[config.mk]
export PLATFORM = sky130hd
export DESIGN_NAME = booth_r4_controller_flat
export DESIGN_NICKNAME = d
export VERILOG_FILES = /design/src/rtl/booth_pkg.sv /design/src/rtl/booth_r4_controller_if.sv /design/src/rtl/booth_r4_controller_decode.sv /design/src/rtl/booth_r4_controller.sv /design/src/flat_wrapper.sv
export SDC_FILE = /design/constraint.sdc
export NUM_CORES = 1
export LEC_CHECK = 0
export CORE_AREA = 2 2 39 41
export CTS_CLUSTER_DIAMETER = 120
export DETAILED_ROUTE_END_ITERATION = 10
export DIE_AREA = 0 0 41 43
export DONT_BUFFER_PORTS = 1
export PLACE_DENSITY = 0.47
export REMOVE_ABC_BUFFERS = 1
export SKIP_CTS_REPAIR_TIMING = 1
export SKIP_LAST_GASP = 1
export SLEW_MARGIN = 20
export SYNTH_ARGS = -nofsm -noshare
export SYNTH_HDL_FRONTEND = slang
export SYNTH_HIERARCHICAL = 1
export SYNTH_SLANG_ARGS = --single-unit
[constraint.sdc]
create_clock -name clk -period 2.5 [get_ports clk]
set_input_delay 0.625 -clock clk [delete_from_list [all_inputs] [get_ports clk]]
set_output_delay 0.625 -clock clk [all_outputs]
set_load 0.1 [all_outputs]
[src/rtl/booth_pkg.sv]
// Shared types and helpers for the radix-4 Booth multiplier controller slice.
// State/op encodings and operand-width derived sizes.
package booth_pkg;

   typedef enum logic [2:0] {
      IDLE  = 3'd0,
      LOAD  = 3'd1,
      EVAL  = 3'd2,
      SHIFT = 3'd3,
      DONE  = 3'd4
   } state_t;

   typedef enum logic [2:0] {
      OP_NOP = 3'd0,
      OP_PM  = 3'd1,
      OP_P2M = 3'd2,
      OP_MM  = 3'd3,
      OP_M2M = 3'd4
   } op_t;

   function automatic int unsigned iter_of(input int unsigned n);
      return n / 2;
   endfunction

   function automatic int unsigned cw_of(input int unsigned n);
      return $clog2(n / 2) + 1;
   endfunction

   // Radix-4 recoding of the triplet {Q[1],Q[0],Q[-1]}
   function automatic op_t op_of(input logic [2:0] t);
      case (t)
         3'b001, 3'b010: return OP_PM;
         3'b011:         return OP_P2M;
         3'b100:         return OP_M2M;
         3'b101, 3'b110: return OP_MM;
         default:        return OP_NOP;
      endcase
   endfunction

endpackage

[src/rtl/booth_r4_controller_if.sv]
// Host/datapath handshake bundle for the Booth controller.
// The controller side uses the slave modport; the host/datapath side uses master.
interface booth_r4_controller_if #(
   parameter int unsigned CW = 3
);
   logic          start;
   logic [CW-1:0] count;
   logic [2:0]    q_lsb;
   logic          ld_m;
   logic          ld_q;
   logic          clr_a;
   logic          ld_count;
   logic          ld_a;
   logic          sub;
   logic          sel_2m;
   logic          shift;
   logic          decr;
   logic          busy;
   logic          done;

   modport master (
      output start, count, q_lsb,
      input  ld_m, ld_q, clr_a, ld_count, ld_a, sub, sel_2m, shift, decr, busy, done
   );

   modport slave (
      input  start, count, q_lsb,
      output ld_m, ld_q, clr_a, ld_count, ld_a, sub, sel_2m, shift, decr, busy, done
   );
endinterface

[src/rtl/booth_r4_controller_decode.sv]
// Combinational Booth triplet decode: q_lsb -> {ld_a, sub, sel_2m}.
// sub/sel_2m are forced low when no accumulate is requested.
module booth_r4_decode
   import booth_pkg::*;
(
   input  logic [2:0] q_lsb,
   output logic       ld_a,
   output logic       sub,
   output logic       sel_2m
);
   op_t op;

   always_comb begin
      op     = op_of(q_lsb);
      ld_a   = 1'b0;
      sub    = 1'b0;
      sel_2m = 1'b0;
      case (op)
         OP_PM:  ld_a = 1'b1;
         OP_P2M: begin ld_a = 1'b1; sel_2m = 1'b1; end
         OP_MM:  begin ld_a = 1'b1; sub = 1'b1; end
         OP_M2M: begin ld_a = 1'b1; sub = 1'b1; sel_2m = 1'b1; end
         default: ;
      endcase
   end
endmodule

[src/rtl/booth_r4_controller.sv]
// Radix-4 Booth multiplier control FSM: sequences LOAD, then EVAL/SHIFT per
// iteration, then a one-cycle DONE; start/busy/done handshake to the host.
module booth_r4_controller
   import booth_pkg::*;
#(
   parameter int unsigned N  = 8,
   parameter int unsigned CW = cw_of(N)
) (
   input logic                  clk,
   input logic                  rst_n,
   booth_r4_controller_if.slave bus
);
   state_t state;
   state_t nxt;
   logic   load_r;
   logic   eval_r;
   logic   shift_r;
   logic   busy_r;
   logic   done_r;
   logic   dec_ld_a;
   logic   dec_sub;
   logic   dec_sel_2m;

   always_comb begin
      nxt = state;
      case (state)
         IDLE:    if (bus.start) nxt = LOAD;
         LOAD:    nxt = EVAL;
         EVAL:    nxt = SHIFT;
         // count==0 means the counter was never loaded; finish rather than wrap
         SHIFT:   nxt = (bus.count <= CW'(1)) ? DONE : EVAL;
         DONE:    nxt = IDLE;
         default: nxt = IDLE;
      endcase
   end

   // Moore outputs are registered from the next state so they line up with it
   always_ff @(posedge clk or negedge rst_n) begin
      if (!rst_n) begin
         state   <= IDLE;
         load_r  <= 1'b0;
         eval_r  <= 1'b0;
         shift_r <= 1'b0;
         busy_r  <= 1'b0;
         done_r  <= 1'b0;
      end else begin
         state   <= nxt;
         load_r  <= (nxt == LOAD);
         eval_r  <= (nxt == EVAL);
         shift_r <= (nxt == SHIFT);
         busy_r  <= (nxt == LOAD) || (nxt == EVAL) || (nxt == SHIFT);
         done_r  <= (nxt == DONE);
      end
   end

   booth_r4_decode u_dec (
      .q_lsb  (bus.q_lsb),
      .ld_a   (dec_ld_a),
      .sub    (dec_sub),
      .sel_2m (dec_sel_2m)
   );

   assign bus.ld_m     = load_r;
   assign bus.ld_q     = load_r;
   assign bus.clr_a    = load_r;
   assign bus.ld_count = load_r;
   assign bus.ld_a     = eval_r & dec_ld_a;
   assign bus.sub      = eval_r & dec_sub;
   assign bus.sel_2m   = eval_r & dec_sel_2m;
   assign bus.shift    = shift_r;
   assign bus.decr     = shift_r;
   assign bus.busy     = busy_r;
   assign bus.done     = done_r;
endmodule
[src/flat_wrapper.sv]
// flat-port wrapper written by rule: the top's interface ports become plain ports
module booth_r4_controller_flat import booth_pkg::*;
#(
   parameter int unsigned N  = 8,
   parameter int unsigned CW = cw_of(N)
)
  (clk, rst_n, bus_start, bus_count, bus_q_lsb, bus_ld_m, bus_ld_q, bus_clr_a, bus_ld_count, bus_ld_a, bus_sub, bus_sel_2m, bus_shift, bus_decr, bus_busy, bus_done);
  booth_r4_controller_if #(.CW(CW)) bus_i ();
  input logic clk;
  input logic rst_n;
  input wire logic [$bits(bus_i.start)-1:0] bus_start;
  input wire logic [$bits(bus_i.count)-1:0] bus_count;
  input wire logic [$bits(bus_i.q_lsb)-1:0] bus_q_lsb;
  output wire logic [$bits(bus_i.ld_m)-1:0] bus_ld_m;
  output wire logic [$bits(bus_i.ld_q)-1:0] bus_ld_q;
  output wire logic [$bits(bus_i.clr_a)-1:0] bus_clr_a;
  output wire logic [$bits(bus_i.ld_count)-1:0] bus_ld_count;
  output wire logic [$bits(bus_i.ld_a)-1:0] bus_ld_a;
  output wire logic [$bits(bus_i.sub)-1:0] bus_sub;
  output wire logic [$bits(bus_i.sel_2m)-1:0] bus_sel_2m;
  output wire logic [$bits(bus_i.shift)-1:0] bus_shift;
  output wire logic [$bits(bus_i.decr)-1:0] bus_decr;
  output wire logic [$bits(bus_i.busy)-1:0] bus_busy;
  output wire logic [$bits(bus_i.done)-1:0] bus_done;
  assign bus_i.start = bus_start;
  assign bus_i.count = bus_count;
  assign bus_i.q_lsb = bus_q_lsb;
  assign bus_ld_m = bus_i.ld_m;
  assign bus_ld_q = bus_i.ld_q;
  assign bus_clr_a = bus_i.clr_a;
  assign bus_ld_count = bus_i.ld_count;
  assign bus_ld_a = bus_i.ld_a;
  assign bus_sub = bus_i.sub;
  assign bus_sel_2m = bus_i.sel_2m;
  assign bus_shift = bus_i.shift;
  assign bus_decr = bus_i.decr;
  assign bus_busy = bus_i.busy;
  assign bus_done = bus_i.done;
  booth_r4_controller #(.N(N), .CW(CW)) u_core (.clk(clk), .rst_n(rst_n), .bus(bus_i));
endmodule
After elaboration in Yosys (flattened, before gate mapping):

Index checks and enable logic that the tools add are counted.

* magnitude comparators: 1
* equality and inequality tests: 17
* mux-type cells: 7
* bitwise gates (word level): 3
* reductions and logical operators: 8

Operators with widths (count)
* $eq A3 B2 Y1 const B: 8
* $pmux W3 S4: 2
* $eq A3 B3 Y1 const B: 5
* $eq A3 B1 Y1 const B: 4
* $reduce_or A2 Y1: 4
* $mux W3: 2
* $reduce_or A4 Y1: 1
* $and A1 B1 Y1: 3
* $le A3 B1 Y1 const B: 1
* $logic_not A3 Y1: 1
* $mux W1: 3
* $logic_or A1 B1 Y1: 2

* bits in registers: 8
* input port bits: 9
* output and inout bits: 11

Logic depth before layout (Yosys ltp):

Gate-level depths: netlist of the first run.

* word-level depth: 7
* mapped depth: 6
* mapped depth without buffers: 6

By module:

The synthesis of the first run kept the hierarchy.

Modules (own cells, without submodules)
* booth_r4_controller: times used 1, cells an instance 28, area each 346.6 um^2, sequential area each 200.2 um^2
* booth_r4_decode: times used 1, cells an instance 13, area each 111.4 um^2, sequential area each 0.0 um^2

Worst setup path before layout of the first run:

OpenSTA, ideal clock, no wires.

* path type: input-to-output
* start point: input bus_q_lsb[0]
* end point: output bus_ld_a
* arrival: 1988 ps
* required time: 1875 ps
* path slack: -113 ps
* stages: 6
* cell sequence: inv_1 > ha_1 > nor2_2 > a21boi_2 > or2_1 > and2_1

* word-level cells in the longest chain between the ends: 7
* elaborated cells on any way between the ends: 16

Ends and longest elaborated chain
* start: declaration: RTL line flat_wrapper.sv:13 `input wire logic [$bits(bus_i.q_lsb)-1:0] bus_q_lsb;`
* $eq A3 B3 Y1 (tied with other cells): RTL line booth_pkg.sv:31 `case (t)`
* $reduce_or A2 Y1: RTL line booth_pkg.sv:31
* $pmux W3 S4 (*): RTL line booth_pkg.sv:31
* $eq A3 B3 Y1 (tied with other cells): RTL line booth_r4_controller_decode.sv:18 `case (op)`
* $reduce_or A4 Y1 (no source line) (*)
* $mux W1 (*): RTL line booth_r4_controller_decode.sv:18
* net u_core.dec_ld_a: RTL line booth_r4_controller.sv:20 `logic dec_ld_a;`
* $and A1 B1 Y1 (*): RTL line booth_r4_controller.sv:67 `assign bus.ld_a = eval_r & dec_ld_a;`
* end: declaration: RTL line flat_wrapper.sv:18 `output wire logic [$bits(bus_i.ld_a)-1:0] bus_ld_a;`

Mark *: on every way through the listed nets, which the timed path passes. The rest lies on a longest branch.

Worst setup path in the final report of the first run:

* start point: input bus_q_lsb[0]
* end point: output bus_sub

* word-level cells in the longest chain between the ends: 7
* elaborated cells on any way between the ends: 14

Ends and longest elaborated chain
* $eq A3 B3 Y1 (tied with other cells): RTL line booth_pkg.sv:31
* $reduce_or A2 Y1: RTL line booth_pkg.sv:31
* $pmux W3 S4 (*): RTL line booth_pkg.sv:31
* $eq A3 B3 Y1 / $eq A3 B2 Y1 (equally long branches): RTL line booth_r4_controller_decode.sv:18
* $reduce_or A2 Y1 (no source line) (*)
* $mux W1 (*): RTL line booth_r4_controller_decode.sv:18
* net u_core.dec_sub: RTL line booth_r4_controller.sv:21 `logic dec_sub;`
* $and A1 B1 Y1 (*): RTL line booth_r4_controller.sv:68 `assign bus.sub = eval_r & dec_sub;`
* end: declaration: RTL line flat_wrapper.sv:19 `output wire logic [$bits(bus_i.sub)-1:0] bus_sub;`

Marked as above.

==> flow_summary.yaml, run 1 <==
outcome:
  status: "finished, final reports clean"
route:
  postRouteWirelength_um: 769
  viasPerCell: 4.84
  first_pass_iters: 2
  first_iter_violations: 5
  drcViolationCount: 0
  antenna_left: 0
  vias: 305
  post_drt_wl_per_cell_um: 12.2
global_routing:
  overflow: 0
  grt_use_total_pct: 9.79
  grt_antenna_before_repair: 0
  grt_max_degree: 11
  first_global_vias: 280
  grt_pass1_wl_um: 1160
cts:
  cts_max_level: 1
  cts-root-to-sink-buffers: 2
  insertion_delay_ps: 250
  clkSinkCount: 8
  path_clk_slew_ps: 50
  numCtsBuffers: 3
  cts_tree: "built"
  cts-root-buf: "clkbuf_4"
worst_setup_path:
  cp.required_ps: 1880
  r2r_slack_ps: 1530
  crit_type: "input port to primary output"
  path_buf_inv: 2
  cp_max_fo: 3
  crit_path_cell_trace: "inv_1 > ha_1 > nor2_2 > xnor2_1 > o2bb2ai_1 > and2_1 > buf_12"
  cp.depth: 7
  crit_end: "bus_sub"
  start_kind: "input port"
  cpPeakStageDelay_ps: 200
  rr_startpoint: "u_core/state[1]"
  critical_path.slowest_cell: "ha_1"
  worstSetupEndpointType: "primary output"
  r2r_cells: 2
  reg2reg_to: "u_core/state[2]"
  worstPathArrival_ps: 1690
  timing.critical_path.from: "bus_q_lsb[0]"
  cp_top_family: "simple AND/OR/NAND/NOR gates"
synthesis:
  ys_types: 20
  ys_seq_area_share_pct: 43.7
  synth-async-reset-ratio_pct: 100
  synthCells: 41
  synth_edf_count: 0
  synth_area_leaders: "dfrtp_1 44%, ha_1 11%, buf_4 6.6%"
  synth_area_leader_cell: "dfrtp_1"
  synth_simple_gate_area_share_pct: 26.5
  ys.flop_type: "dfrtp_1"
  synth_top_area_share_pct: 43.7
  yosys_warnings: 6
  synthAdderAreaFrac_pct: 10.9
  synth-compound-area-share_pct: 7.65
  synth.avg_cell_area_um2: 11.2
  synth_top_family_by_area: "simple AND/OR/NAND/NOR gates"
  ys_seq_elements: 8
  muxShareOfSynthArea_pct: 0
  syn_area_um2: 458
  synth-xor-area-share_pct: 1.91
floorplanning:
  start_util_pct: 33.1
  core_um2: 1380
  die_w_um: 41
  fp-row-count: 14
  dieArea_um2: 1760
  io_pins: 20
  die_h_um: 43
placed_design:
  dp.cells: 59
  hpwl_um: 645
  gp_routability_congestion: 0.659
  io_buffer_count: 0
layout:
  final_cell_mix: "6 x dfrtp_1, 4 x buf_12, 4 x ha_1"
  syn_to_final_growth_pct: 26.0
  final_common_cell: "dfrtp_1"
  finish.net_count: 61
  diodes: 0
  fillerInstances: 138
  final_cell_count_no_fill: 63
  drive_gt1_share_pct: 34.0
timing:
  final_max_slew_viol_count: 0
  setup_violations: 0
  finalClockSkew_ps: 4.18
  period_share_pct: 92.6
  grt_setup_unrepaired: "false"
  slew_headroom_pct: 63.9
  finalHoldViolCount: 0
  worstMarginPinSlew_ps: 545
  hold_ws_ps: 66.2
  finalCriticalPeriod_ps: 2310
  fmax_mhz: 432
  setup_tns_ps: 0
worst_hold_path:
  min_path_type: "input port to async pin"
job:
  cap_viol_max_count: 0
layout make-up:
type                       instances  area (um^2)  share of cell area (%)
clock buffer                       4         26.3                    4.56
tap                               16         20.0                    3.47
timing repair buffer               7          103                    17.8
sequential                         8          205                    35.6
multi-input combinational         26          215                    37.3
inverter                           2         7.51                    1.30
sequential cells by signal (all words and copies together), names as in the netlist:
signal	flops
u_core/bus.done	1
u_core/bus.clr_a	1
u_core/eval_r	1
u_core/state	3
u_core/bus.busy	1
u_core/bus.decr	1
cell families after synthesis:
logic type | count (synthesis)
simple gates | 17
compound gates | 4
fa+ha+maj | 4
flops | 8
buf+inv | 7
xor+xnor | 1
cells in the mapped netlist, types with 2 or more instances:
master,n
dfrtp_1,8
buf_4,4
ha_1,4
and2_1,3
a211oi_1,2
and3b_1,2
inv_1,2
nor2_1,2
nor3_1,2
nor3b_1,2
metrics by stage:
stage	setup WS, ps	util, %	cell area (um^2)
floorplan	-795	-	423
global placement	271	39.8	551
detailed placement	176	39.8	551
CTS	175	41.7	577
global route	132	41.7	577
finish	185	41.7	577
worst min path at each step:
stage	from	to	slack [ps]	cells past startpoint
finish	rst_n	u_core/bus.clr_a	70	0
global route	rst_n	u_core/bus.clr_a	40	0
CTS	rst_n	u_core/bus.clr_a	60	0
detailed placement	rst_n	u_core/eval_r	330	0
global placement	rst_n	u_core/eval_r	330	0
floorplan	rst_n	u_core/bus.busy	330	0
routing by layer:
metal	vias to the layer above	part of all wire [%]	track usage, %
met5	-	0	0
met4	0	0	4.00
met3	0	16	5.76
met2	18	46	13.8
met1	142	38	11.8
li1	145	-	-
Power of run 1 is not shown: default switching activity piles up to over one toggle a cycle in this logic, so the estimate is an artifact.
==> run 2: changes to the inputs <==
--- a/config.mk
+++ b/config.mk
@@ -10,6 +10,7 @@
 export DETAILED_ROUTE_END_ITERATION = 10
 export DIE_AREA = 0 0 41 43
 export DONT_BUFFER_PORTS = 1
+export HOLD_SLACK_MARGIN = 0.05
 export PLACE_DENSITY = 0.47
 export REMOVE_ABC_BUFFERS = 1
 export SKIP_CTS_REPAIR_TIMING = 1
==> flow_summary.yaml, run 2 (synthesis results as in run 1) <==
outcome:
  status: "finished, final reports clean"
route:
  post_drt_wl_per_cell_um: 12.0
  first_pass_iters: 4
  first_iter_violations: 5
  vias: 307
  postRouteWirelength_um: 769
  viasPerCell: 4.80
  drcViolationCount: 0
  antenna_left: 0
floorplanning:
  dieArea_um2: 1760
  start_util_pct: 33.1
  die_w_um: 41
  die_h_um: 43
  io_pins: 20
  fp-row-count: 14
  core_um2: 1380
job:
  cap_viol_max_count: 0
timing:
  hold_ws_ps: 533
  finalCriticalPeriod_ps: 2320
  final_max_slew_viol_count: 0
  finalHoldViolCount: 0
  fmax_mhz: 431
  period_share_pct: 92.9
  setup_violations: 0
  worstMarginPinSlew_ps: 545
  slew_headroom_pct: 63.9
  finalClockSkew_ps: 4.61
  grt_setup_unrepaired: "false"
layout:
  largest_register_ffs: 3
  final_cell_mix: "6 x dfrtp_1, 4 x buf_12, 4 x ha_1"
  diodes: 0
  fin_util_pct: 42.4
  syn_to_final_growth_pct: 28.1
  largest_register: "u_core/state"
  finish.net_count: 62
  multi_input_area_um2: 215
  final_cell_count_no_fill: 64
  fillerInstances: 138
  final_common_cell: "dfrtp_1"
  regArea_um2: 205
  fin_area_um2: 587
  drive_gt1_share_pct: 33.3
global_routing:
  grt_max_degree: 11
  use_met2_pct: 13.8
  grt.busiest_layer: "met2"
  grt_pass1_wl_um: 1160
  grt_use_total_pct: 9.79
  met3_usage_pct: 5.76
  grt_use_met1_pct: 11.8
  first_global_vias: 280
  grt_antenna_before_repair: 0
  overflow: 0
worst_setup_path:
  reg2reg_to: "u_core/state[2]"
  timing.critical_path.from: "bus_q_lsb[0]"
  critical_path.slowest_cell: "ha_1"
  crit_end: "bus_sub"
  r2r_cells: 2
  cp_max_fo: 3
  crit_type: "input port to primary output"
  rr_startpoint: "u_core/state[1]"
  crit_path_cell_trace: "inv_1 > ha_1 > nor2_2 > xnor2_1 > o2bb2ai_1 > and2_1 > buf_12"
  cpPeakStageDelay_ps: 200
  r2r_slack_ps: 1530
  worstSetupEndpointType: "primary output"
  start_kind: "input port"
  cp.required_ps: 1880
  worstPathArrival_ps: 1700
placed_design:
  gp_routability_congestion: 0.659
  io_buffer_count: 0
  dp.cells: 59
  placed_area_um2: 551
  hpwl_um: 645
cts:
  cts-root-buf: "clkbuf_4"
  cts_max_level: 1
  cts_tree: "built"
  insertion_delay_ps: 250
  numCtsBuffers: 3
  clkSinkCount: 8
  cts-root-to-sink-buffers: 2
  path_clk_slew_ps: 60
worst_hold_path:
  min_path_type: "input port to flip-flop"
  hold_start: "bus_start"
-- run 2: worst min-delay path by stage --
| stage | slack, ps | end | cells after the start |
|---|---|---|---|
| global route | 510 | u_core/bus.clr_a | 1 |
| global placement | 330 | u_core/eval_r | 0 |
| finish | 530 | u_core/bus.clr_a | 1 |
| detailed placement | 330 | u_core/eval_r | 0 |
| CTS | 60 | u_core/bus.clr_a | 0 |
| floorplan | 330 | u_core/bus.busy | 0 |
-- run 2: layer usage --
metal | up-vias | part of all wire (%)
li1 | 146 | -
met1 | 141 | 39
met2 | 20 | 47
met3 | 0 | 14
met4 | 0 | 0
met5 | - | 0
-- run 2: area by class of cell --
| cell class | instances | share of cell area (%) |
|---|---|---|
| sequential | 8 | 35.0 |
| clock buffer | 4 | 4.48 |
| multi-input combinational | 26 | 36.7 |
| tap | 16 | 3.41 |
| timing repair buffer | 8 | 19.2 |
| inverter | 2 | 1.28 |
-- run 2: metrics by stage --
stage | worst slack (ps) | setup TNS [ps]
floorplan | -795 | -3450
global placement | 271 | 0
detailed placement | 176 | 0
CTS | 175 | 0
global route | 132 | 0
finish | 178 | 0
-- run 2: critical path, delay by kind of cell --
family	cells	cell delay [ps]
AO/OA/AOI/OAI	1	140
XOR/XNOR	1	160
adder cells (fa/ha/maj)	1	200
buffers and inverters	2	220
AND/OR/NAND/NOR	2	360
Power of run 2 is left out for the same reason.
